--- src/rtl/rv32_pkg.sv ---
// Shared RV32I definitions: opcode values, NOP word, immediate limits and the
// field bundle handed from the encoder front end to the packer.
package rv32_pkg;

    localparam int unsigned XLEN     = 32;
    localparam int unsigned OPC_W    = 7;
    localparam int unsigned REG_W    = 5;
    localparam int unsigned FUNCT3_W = 3;
    localparam int unsigned FUNCT7_W = 7;

    localparam logic [OPC_W-1:0] OP_IMM = 7'b0010011;
    localparam logic [OPC_W-1:0] LOAD   = 7'b0000011;
    localparam logic [OPC_W-1:0] STORE  = 7'b0100011;
    localparam logic [OPC_W-1:0] BRANCH = 7'b1100011;
    localparam logic [OPC_W-1:0] JAL    = 7'b1101111;
    localparam logic [OPC_W-1:0] JALR   = 7'b1100111;
    localparam logic [OPC_W-1:0] LUI    = 7'b0110111;
    localparam logic [OPC_W-1:0] AUIPC  = 7'b0010111;
    localparam logic [OPC_W-1:0] OP     = 7'b0110011;

    // addi x0, x0, 0
    localparam logic [XLEN-1:0] NOP = 32'h0000_0013;

    localparam int IMM_I_MIN = -2048;
    localparam int IMM_I_MAX = 2047;
    localparam int IMM_B_MIN = -4096;
    localparam int IMM_B_MAX = 4094;
    localparam int IMM_J_MIN = -1048576;
    localparam int IMM_J_MAX = 1048574;

    typedef struct packed {
        logic [FUNCT7_W-1:0] funct7;
        logic [REG_W-1:0]    rs2;
        logic [REG_W-1:0]    rs1;
        logic [FUNCT3_W-1:0] funct3;
        logic [REG_W-1:0]    rd;
        logic [OPC_W-1:0]    opcode;
        logic [XLEN-1:0]     imm;
    } enc_fields_t;

    function automatic logic imm_in_range(input logic signed [XLEN-1:0] v,
                                          input int lo, input int hi);
        return (v >= lo) && (v <= hi);
    endfunction

endpackage

--- src/rtl/instr_pack.sv ---
// Combinational RV32I field packer with immediate range/alignment checking.
// Any rejected field set is replaced by the canonical NOP.
module instr_pack
    import rv32_pkg::*;
(
    input  enc_fields_t     fields_i,
    output logic [XLEN-1:0] instr_o_c,
    output logic            err_o_c
);

    logic signed [XLEN-1:0] simm;
    logic [XLEN-1:0]        word;
    logic                   bad;

    assign simm = $signed(fields_i.imm);

    always_comb begin
        word = NOP;
        bad  = 1'b0;
        unique case (fields_i.opcode)
            OP_IMM, LOAD, JALR: begin
                bad  = !imm_in_range(simm, IMM_I_MIN, IMM_I_MAX);
                word = {fields_i.imm[11:0], fields_i.rs1, fields_i.funct3,
                        fields_i.rd, fields_i.opcode};
            end
            STORE: begin
                bad  = !imm_in_range(simm, IMM_I_MIN, IMM_I_MAX);
                word = {fields_i.imm[11:5], fields_i.rs2, fields_i.rs1, fields_i.funct3,
                        fields_i.imm[4:0], fields_i.opcode};
            end
            BRANCH: begin
                bad  = !imm_in_range(simm, IMM_B_MIN, IMM_B_MAX) || fields_i.imm[0];
                word = {fields_i.imm[12], fields_i.imm[10:5], fields_i.rs2, fields_i.rs1,
                        fields_i.funct3, fields_i.imm[4:1], fields_i.imm[11], fields_i.opcode};
            end
            JAL: begin
                bad  = !imm_in_range(simm, IMM_J_MIN, IMM_J_MAX) || fields_i.imm[0];
                word = {fields_i.imm[20], fields_i.imm[10:1], fields_i.imm[11],
                        fields_i.imm[19:12], fields_i.rd, fields_i.opcode};
            end
            LUI, AUIPC: begin
                bad  = (fields_i.imm[11:0] != 12'h000);
                word = {fields_i.imm[31:12], fields_i.rd, fields_i.opcode};
            end
            OP: begin
                word = {fields_i.funct7, fields_i.rs2, fields_i.rs1, fields_i.funct3,
                        fields_i.rd, fields_i.opcode};
            end
            default: bad = 1'b1;
        endcase
    end

    assign instr_o_c = bad ? NOP : word;
    assign err_o_c   = bad;

endmodule

--- src/rtl/instr_enc.sv ---
// Streaming RV32I encoder: one valid/ready output stage holding the packed word,
// a wrapping word-address counter and a saturating error counter.
module instr_enc
    import rv32_pkg::*;
#(
    parameter int unsigned ADDR_W    = 10,
    parameter int unsigned BASE_ADDR = 0
) (
    input  logic                clk,
    input  logic                rst_n,
    input  logic                start,
    input  logic                in_valid,
    output logic                in_ready,
    input  logic [OPC_W-1:0]    opcode,
    input  logic [REG_W-1:0]    rd,
    input  logic [REG_W-1:0]    rs1,
    input  logic [REG_W-1:0]    rs2,
    input  logic [FUNCT3_W-1:0] funct3,
    input  logic [FUNCT7_W-1:0] funct7,
    input  logic [XLEN-1:0]     imm,
    output logic                out_valid,
    input  logic                out_ready,
    output logic [XLEN-1:0]     out_instr,
    output logic [ADDR_W-1:0]   out_addr,
    output logic                out_err,
    output logic [7:0]          err_cnt
);

    localparam int unsigned     CNT_W     = 8;
    localparam logic [CNT_W-1:0] CNT_MAX  = '1;
    localparam logic [ADDR_W-1:0] ADDR_BASE = ADDR_W'(BASE_ADDR);

    enc_fields_t         fields;
    logic [XLEN-1:0]     enc_instr_c;
    logic                enc_err_c;
    logic                in_hs, out_hs;

    logic                valid_q, valid_d;
    logic [XLEN-1:0]     instr_q, instr_d;
    logic                err_q, err_d;
    logic [ADDR_W-1:0]   addr_q, addr_d;
    logic [CNT_W-1:0]    cnt_q, cnt_d;

    assign fields = '{funct7: funct7, rs2: rs2, rs1: rs1, funct3: funct3,
                      rd: rd, opcode: opcode, imm: imm};

    instr_pack u_pack (
        .fields_i  (fields),
        .instr_o_c (enc_instr_c),
        .err_o_c   (enc_err_c)
    );

    assign in_ready = !valid_q || out_ready;
    assign in_hs    = in_valid && in_ready;
    assign out_hs   = valid_q && out_ready;

    // Next state; start outranks the output handshake for the counters only.
    always_comb begin
        valid_d = valid_q;
        instr_d = instr_q;
        err_d   = err_q;
        addr_d  = addr_q;
        cnt_d   = cnt_q;
        if (in_hs) begin
            valid_d = 1'b1;
            instr_d = enc_instr_c;
            err_d   = enc_err_c;
        end else if (out_hs) begin
            valid_d = 1'b0;
        end
        if (start) begin
            addr_d = ADDR_BASE;
            cnt_d  = '0;
        end else if (out_hs) begin
            addr_d = addr_q + ADDR_W'(1);
            if (err_q && (cnt_q != CNT_MAX)) begin
                cnt_d = cnt_q + CNT_W'(1);
            end
        end
    end

    always_ff @(posedge clk or negedge rst_n) begin
        if (!rst_n) begin
            valid_q <= 1'b0;
            instr_q <= '0;
            err_q   <= 1'b0;
            addr_q  <= ADDR_BASE;
            cnt_q   <= '0;
        end else begin
            valid_q <= valid_d;
            instr_q <= instr_d;
            err_q   <= err_d;
            addr_q  <= addr_d;
            cnt_q   <= cnt_d;
        end
    end

    assign out_valid = valid_q;
    assign out_instr = instr_q;
    assign out_err   = err_q;
    assign out_addr  = addr_q;
    assign err_cnt   = cnt_q;

endmodule

--- config.mk ---
export PLATFORM = sky130hd
export DESIGN_NAME = instr_enc
export DESIGN_NICKNAME = d
export VERILOG_FILES = /design/src/rtl/rv32_pkg.sv /design/src/rtl/instr_pack.sv /design/src/rtl/instr_enc.sv
export SDC_FILE = /design/constraint.sdc
export NUM_CORES = 1
export LEC_CHECK = 0
export CORE_MARGIN = 4
export CORE_UTILIZATION = 48
export CTS_CLUSTER_DIAMETER = 80
export DETAILED_ROUTE_END_ITERATION = 7
export PLACE_DENSITY = 0.82
export SLEW_MARGIN = 30
export SYNTH_ARGS = -nofsm -noshare
export SYNTH_HDL_FRONTEND = slang
export SYNTH_SLANG_ARGS = --single-unit
--- constraint.sdc ---
create_clock -name clk -period 2.7 [get_ports clk]
set_input_delay 0.54 -clock clk [delete_from_list [all_inputs] [get_ports clk]]
set_output_delay 0.54 -clock clk [all_outputs]
set_load 0.01 [all_outputs]
After elaboration in Yosys (flattened, before gate mapping):

Cells that the tools add are included.

* $lt $le $gt $ge: 6
* add/sub/neg operators: 2
* multiply operators: 0
* divide/modulo/power cells: 0
* bitwise gates (word level): 0
* muxes and demuxes: 10
* equal/unequal tests: 10
* shift operators: 0
* reductions and logical operators: 21

Operators with widths (count)
* 32-bit one-hot mux with 6 select lines: 1
* 32-bit by 12-bit >= comparator with 1-bit output (second input constant): 1
* 32-bit by 13-bit >= comparator with 1-bit output (second input constant): 1
* 32-bit by 21-bit >= comparator with 1-bit output (second input constant): 1
* 32-bit by 12-bit less-or-equal comparator with 1-bit output (second input constant): 1
* 32-bit by 13-bit less-or-equal comparator with 1-bit output (second input constant): 1
* 32-bit by 21-bit less-or-equal comparator with 1-bit output (second input constant): 1
* 32-bit two-way mux: 1
* 8-bit two-way mux: 3
* 7-bit by 6-bit == test with 1-bit output (second input constant): 3
* 7-bit == test (second input constant): 3
* 10-bit two-way mux: 2
* 7-bit by 5-bit == test with 1-bit output (second input constant): 2
* 12-bit nonzero test: 1
* 10-bit by 1-bit adder with 10-bit output (second input constant): 1
* 8-bit by 1-bit adder with 8-bit output (second input constant): 1
* 8-bit inequality test (second input constant): 1
* 7-bit by 2-bit == test with 1-bit output (second input constant): 1
* 1-bit logical AND: 6
* 2-bit nonzero test: 3
* 1-bit one-hot mux with 5 select lines: 1
* 1-bit zero test: 4
* 4-bit OR reduction: 1
* 1-bit logical OR: 3
* other kinds (4): 5

* output and inout port bits: 53
* word-level logic and storage cells: 54
* input port bits: 69
* bits in latches: 0
* register bits: 52
* bits in writable memories: 0
* memories: 0
* bits in read-only memories: 0

Longest topological paths before layout:

* depth after elaboration: 6
* mapped depth: 8
* gate-level depth less buffers: 5

Hierarchy:

From an unflattened synthesis, not the netlist that was laid out.

* cell total of the unflattened synthesis: 328
* area total of the unflattened synthesis: 3495.9 µm²

By module, submodules not included
* instr_enc: area an instance 2185.8 µm², cells an instance 164, times used 1, sequential area each 1301.2 µm²
* instr_pack: area an instance 1310.0 µm², cells an instance 164, times used 1, sequential area each 0.0 µm²

Worst setup path after synthesis:

Ideal clock, no wire load.

* kind: in2reg
* start point: input port imm[27]
* end point: register instr_q[4] (netlist: out_instr[4])
* data arrival time: 2053 ps
* path slack: 518 ps
* buffers on the path: 1
* library setup time: 129 ps
* stages: 6
* required time: 2571 ps
* path through: or4_4 -> nor2_2 -> a22oi_1 -> a22o_1 -> buf_6 -> o41a_1

* word-level cells in the longest chain between the ends: 6
* elaborated cells on any way between the ends: 16
* those cells by class: order compare (6); mux (2); reduce/logical (8)

RTL lines
* start, declared: RTL line instr_enc.sv:20 `input logic [XLEN-1:0] imm,`
* 32-bit by 21-bit >= comparator with 1-bit output, or another cell as far along: RTL line rv32_pkg.sv:43 `return (v >= lo) && (v <= hi);`
* 1-bit logical AND: RTL line rv32_pkg.sv:43
* 1-bit zero test (on tied branches): RTL line instr_pack.sv:37, instr_pack.sv:32
* 1-bit logical OR (on tied branches): RTL line instr_pack.sv:37, instr_pack.sv:32
* 1-bit one-hot mux with 5 select lines (*): RTL line instr_pack.sv:20 `unique case (fields_i.opcode)`
* 32-bit two-way mux (*): RTL line instr_pack.sv:53 `assign instr_o_c = bad ? NOP : word;`
* end signal, assigned: RTL line instr_enc.sv:91 `instr_q <= instr_d;`
* end, declared: RTL line instr_enc.sv:39 `logic [XLEN-1:0] instr_q, instr_d;`

Every way passes the cells marked *; elsewhere a longest branch is shown, timed or not.
A chain may end at the register's enable or synchronous reset.

Worst setup path after layout:

* start point: input port imm[18]
* end point: register instr_q[12] (netlist: out_instr[12])

Same word-level chain as after synthesis.

==> impl_metrics.toml <==
[pwr]
combinationalPowerShare_pct = 20.1
switching_share_pct = 27.8
internal_power_w = 0.00114
seqPwrFrac_pct = 50.7
p_leak_nw = 1.98
power_density_nw_per_um2 = 330
peakVddDrop_mv = 0.305
pwr-share-clk_pct = 29.3
switchingPower_w = 0.000438

[finish]
n_antenna_cell = 0
area_delta_synth_final_pct = 50.0
layout_commonest_cell = "clkdlybuf4s50_1"
final_cell_mix = "clkdlybuf4s50_1, dfrtp_1, nand2_1"
final_cells = 534
nFillCells = 468
fin_area_um2 = 4770
regArea_um2 = 1300
multi_input_area_um2 = 1780
drive_above_1_share_pct = 17.5
fin_nets = 527

[grt]
grt_usage_pct = 26.7
overflow = 0
grt_pass1_vias = 3370
grt_max_degree = 34
antenna_found_initial = 0
grt_pass1_wl_um = 16400

[worst_setup_path]
worst_setup_path_start_kind = "primary input"
critical_path.slowest_cell = "clkdlybuf4s50_1"
crit_required_ns = 2.90
path_max_fanout = 20
crit_type = "primary input to flop"
crit_path_max_incr_delay_ns = 0.45
path_cells = "clkdlybuf4s50_1 -> nor4_1 -> buf_4 -> and4_1 -> a22oi_1 -> a22o_1 -> buf_4 -> o41ai_2"
worstPathArrival_ns = 2.75
crit_path_frequent_cell = "buf_4"
cp-end-kind = "flop"

[detailed_routing]
num_vias = 3324
drt_iter0_drc = 227
drt_first_pass_iters = 5
wl_um = 10500
viasPerCell = 6.22
routedWlPerCell_um = 19.6
ant_nets = 0
drc = 0

[job]
maxCapViolCount = 0

[placed_design]
port_buffers = 121
post-place-ws_ns = -0.212
hpwl_um = 8110
dp_cells = 526
gp_congestion = 1.05
post_dp_cell_area_um2 = 4660

[yosys]
ys_ff_latch = 52
synth_top_area_share_pct = 40.9
ys_async_sr_fraction_pct = 100
synth.net_count = 384
yosys.area.top_type = "dfrtp_1"
synth_adder_area_share_pct = 0.786
syn_area_um2 = 3180
synth_xor_area_share_pct = 4.40
yosys-top-cells-area = "dfrtp_1, o41ai_2, nand2_1"
synth_compound_area_share_pct = 27.9
synth.yosys.seq_area_share_pct = 40.9
synth.avg_cell_area_um2 = 10.2
synth_top_family_by_area = "compound AO/OA/AOI/OAI gates"
yosysUniqueCellTypes = 49
synth_ff_type = "dfrtp_1"
synthCells = 313
synth_edf_count = 0
yosysWarnings = 0
muxShareOfSynthArea_pct = 1.30
synth-simple-area-share_pct = 20.7

[clocking]
cts_root_buffer = "clkbuf_8"
insertion_delay_ns = 0.31
cts.clk_slew.worst_paths_ns = 0.10
ctsHtreeMaxLevel = 2
hold_buffers = 0
cts_num_sinks = 52
tritoncts = "built"
cts_buffers = 5
cts_buffer_depth = 2

[timing]
fmax_ghz = 0.392
finClkSkew_ns = 0.00427
post-route-period-util_pct = 94.5
drv_slew = 0
setup_viol = 0
finalWorstSetupSlack_ns = 0.149
slew_headroom_pct = 53.3
fin_crit_ns = 2.55
hold_viol_final = 0
fin_tns_setup_ns = 0
rsz0062_at_grt = "no"
worst_slew_pin_slew_ns = 0.701

[outcome]
status = "finished, final reports clean"

[die]
die_x_um = 89.4
core_area_um2 = 6390
fp.dieArea_um2 = 8000
top_level_ports = 122
num_rows = 29
dieHeight_um = 89.4
initial_utilization_pct = 49.8

[worst_hold_path]
hold_path.class = "primary input to async pin"
[synthesized netlist by cell type (5+ instances only)]
library cell / count
xor2_1: 11
xnor2_1: 5
nand2_1: 45
nor2_1: 30
o41ai_2: 28
nand3_1: 6
nor4_1: 10
a222oi_1: 10
and3_1: 9
nand4_1: 10
a22oi_1: 14
clkbuf_1: 11
a21oi_1: 8
nand2b_1: 7
dfrtp_1: 52
[state kept, by name, summed over array words and instances (netlist names)]
register	count
out_instr	32
out_addr	10
err_cnt	8
out_err	1
out_valid	1
[through the flow]
stage | hold WS (ns) | total power, W | utilization, %
after detailed placement | 0.452 | 0.00112 | 73.0
final | 0.269 | 0.00158 | 74.7
after floorplan | 0.244 | 0.000911 | -
after global placement | 0.451 | 0.00111 | 73.0
after global routing | 0.312 | 0.00164 | 74.7
after CTS | 0.276 | 0.00159 | 74.4
[worst paths after layout]
path,start,endpoint,slack (ns),cells past startpoint
max,imm[18],out_instr[12],0.15,8
min,rst_n,out_instr[10],0.27,1
max reg2reg,out_valid,out_instr[12],0.93,6
min reg2reg,out_instr[0],out_instr[0],0.47,1
max in group asynchronous,rst_n,out_instr[25],1.79,2
min in group clk,out_instr[0],out_instr[0],0.47,1
[power groups by stage]
stage | combinational (W) | clock (W) | sequential (W)
floorplan | 0.0000947 | 0 | 0.000817
global placement | 0.000302 | 0 | 0.000813
detailed placement | 0.000308 | 0 | 0.000814
CTS | 0.000311 | 0.000478 | 0.000799
global route | 0.000338 | 0.000505 | 0.000801
finish | 0.000316 | 0.000462 | 0.000798
[layout make-up]
cell class                      instances  area share [%]
Sequential cell                        52            27.3
Clock buffer                            5            1.44
Multi-Input combinational cell        238            37.2
Clock inverter                          3           0.446
Inverter                                2           0.157
Tap cell                               77            2.02
Timing Repair Buffer                  157            31.5
[what timing repair did]
action,in CTS,in global routing
endpoints found under the setup margin,0,3
resized for setup,0,3
setup buffers,0,0
[critical path, delay by kind of cell]
family	cells	cell delay, ns
buffers and inverters	3	0.87
AND/OR/NAND/NOR	2	0.54
AO/OA/AOI/OAI	3	0.79
[metal layers]
layer	track usage, %	share of wire, %
met3	5.35	8.1
met2	45.7	50
met4	11.8	3.4
met5	0	0
met1	32.6	38
[cell families (layout without fill, tap and decap cells)]
| logic type | Yosys count | count (layout) |
|---|---|---|
| flip-flops | 52 | 52 |
| AND/OR/NAND/NOR | 133 | 133 |
| multiplexers | 4 | 4 |
| buffers and inverters | 23 | 167 |
| XOR/XNOR | 16 | 16 |
| AO/OA/AOI/OAI | 83 | 83 |
| adder cells (fa/ha/maj) | 2 | 2 |
(Power assumes the default switching activity.)
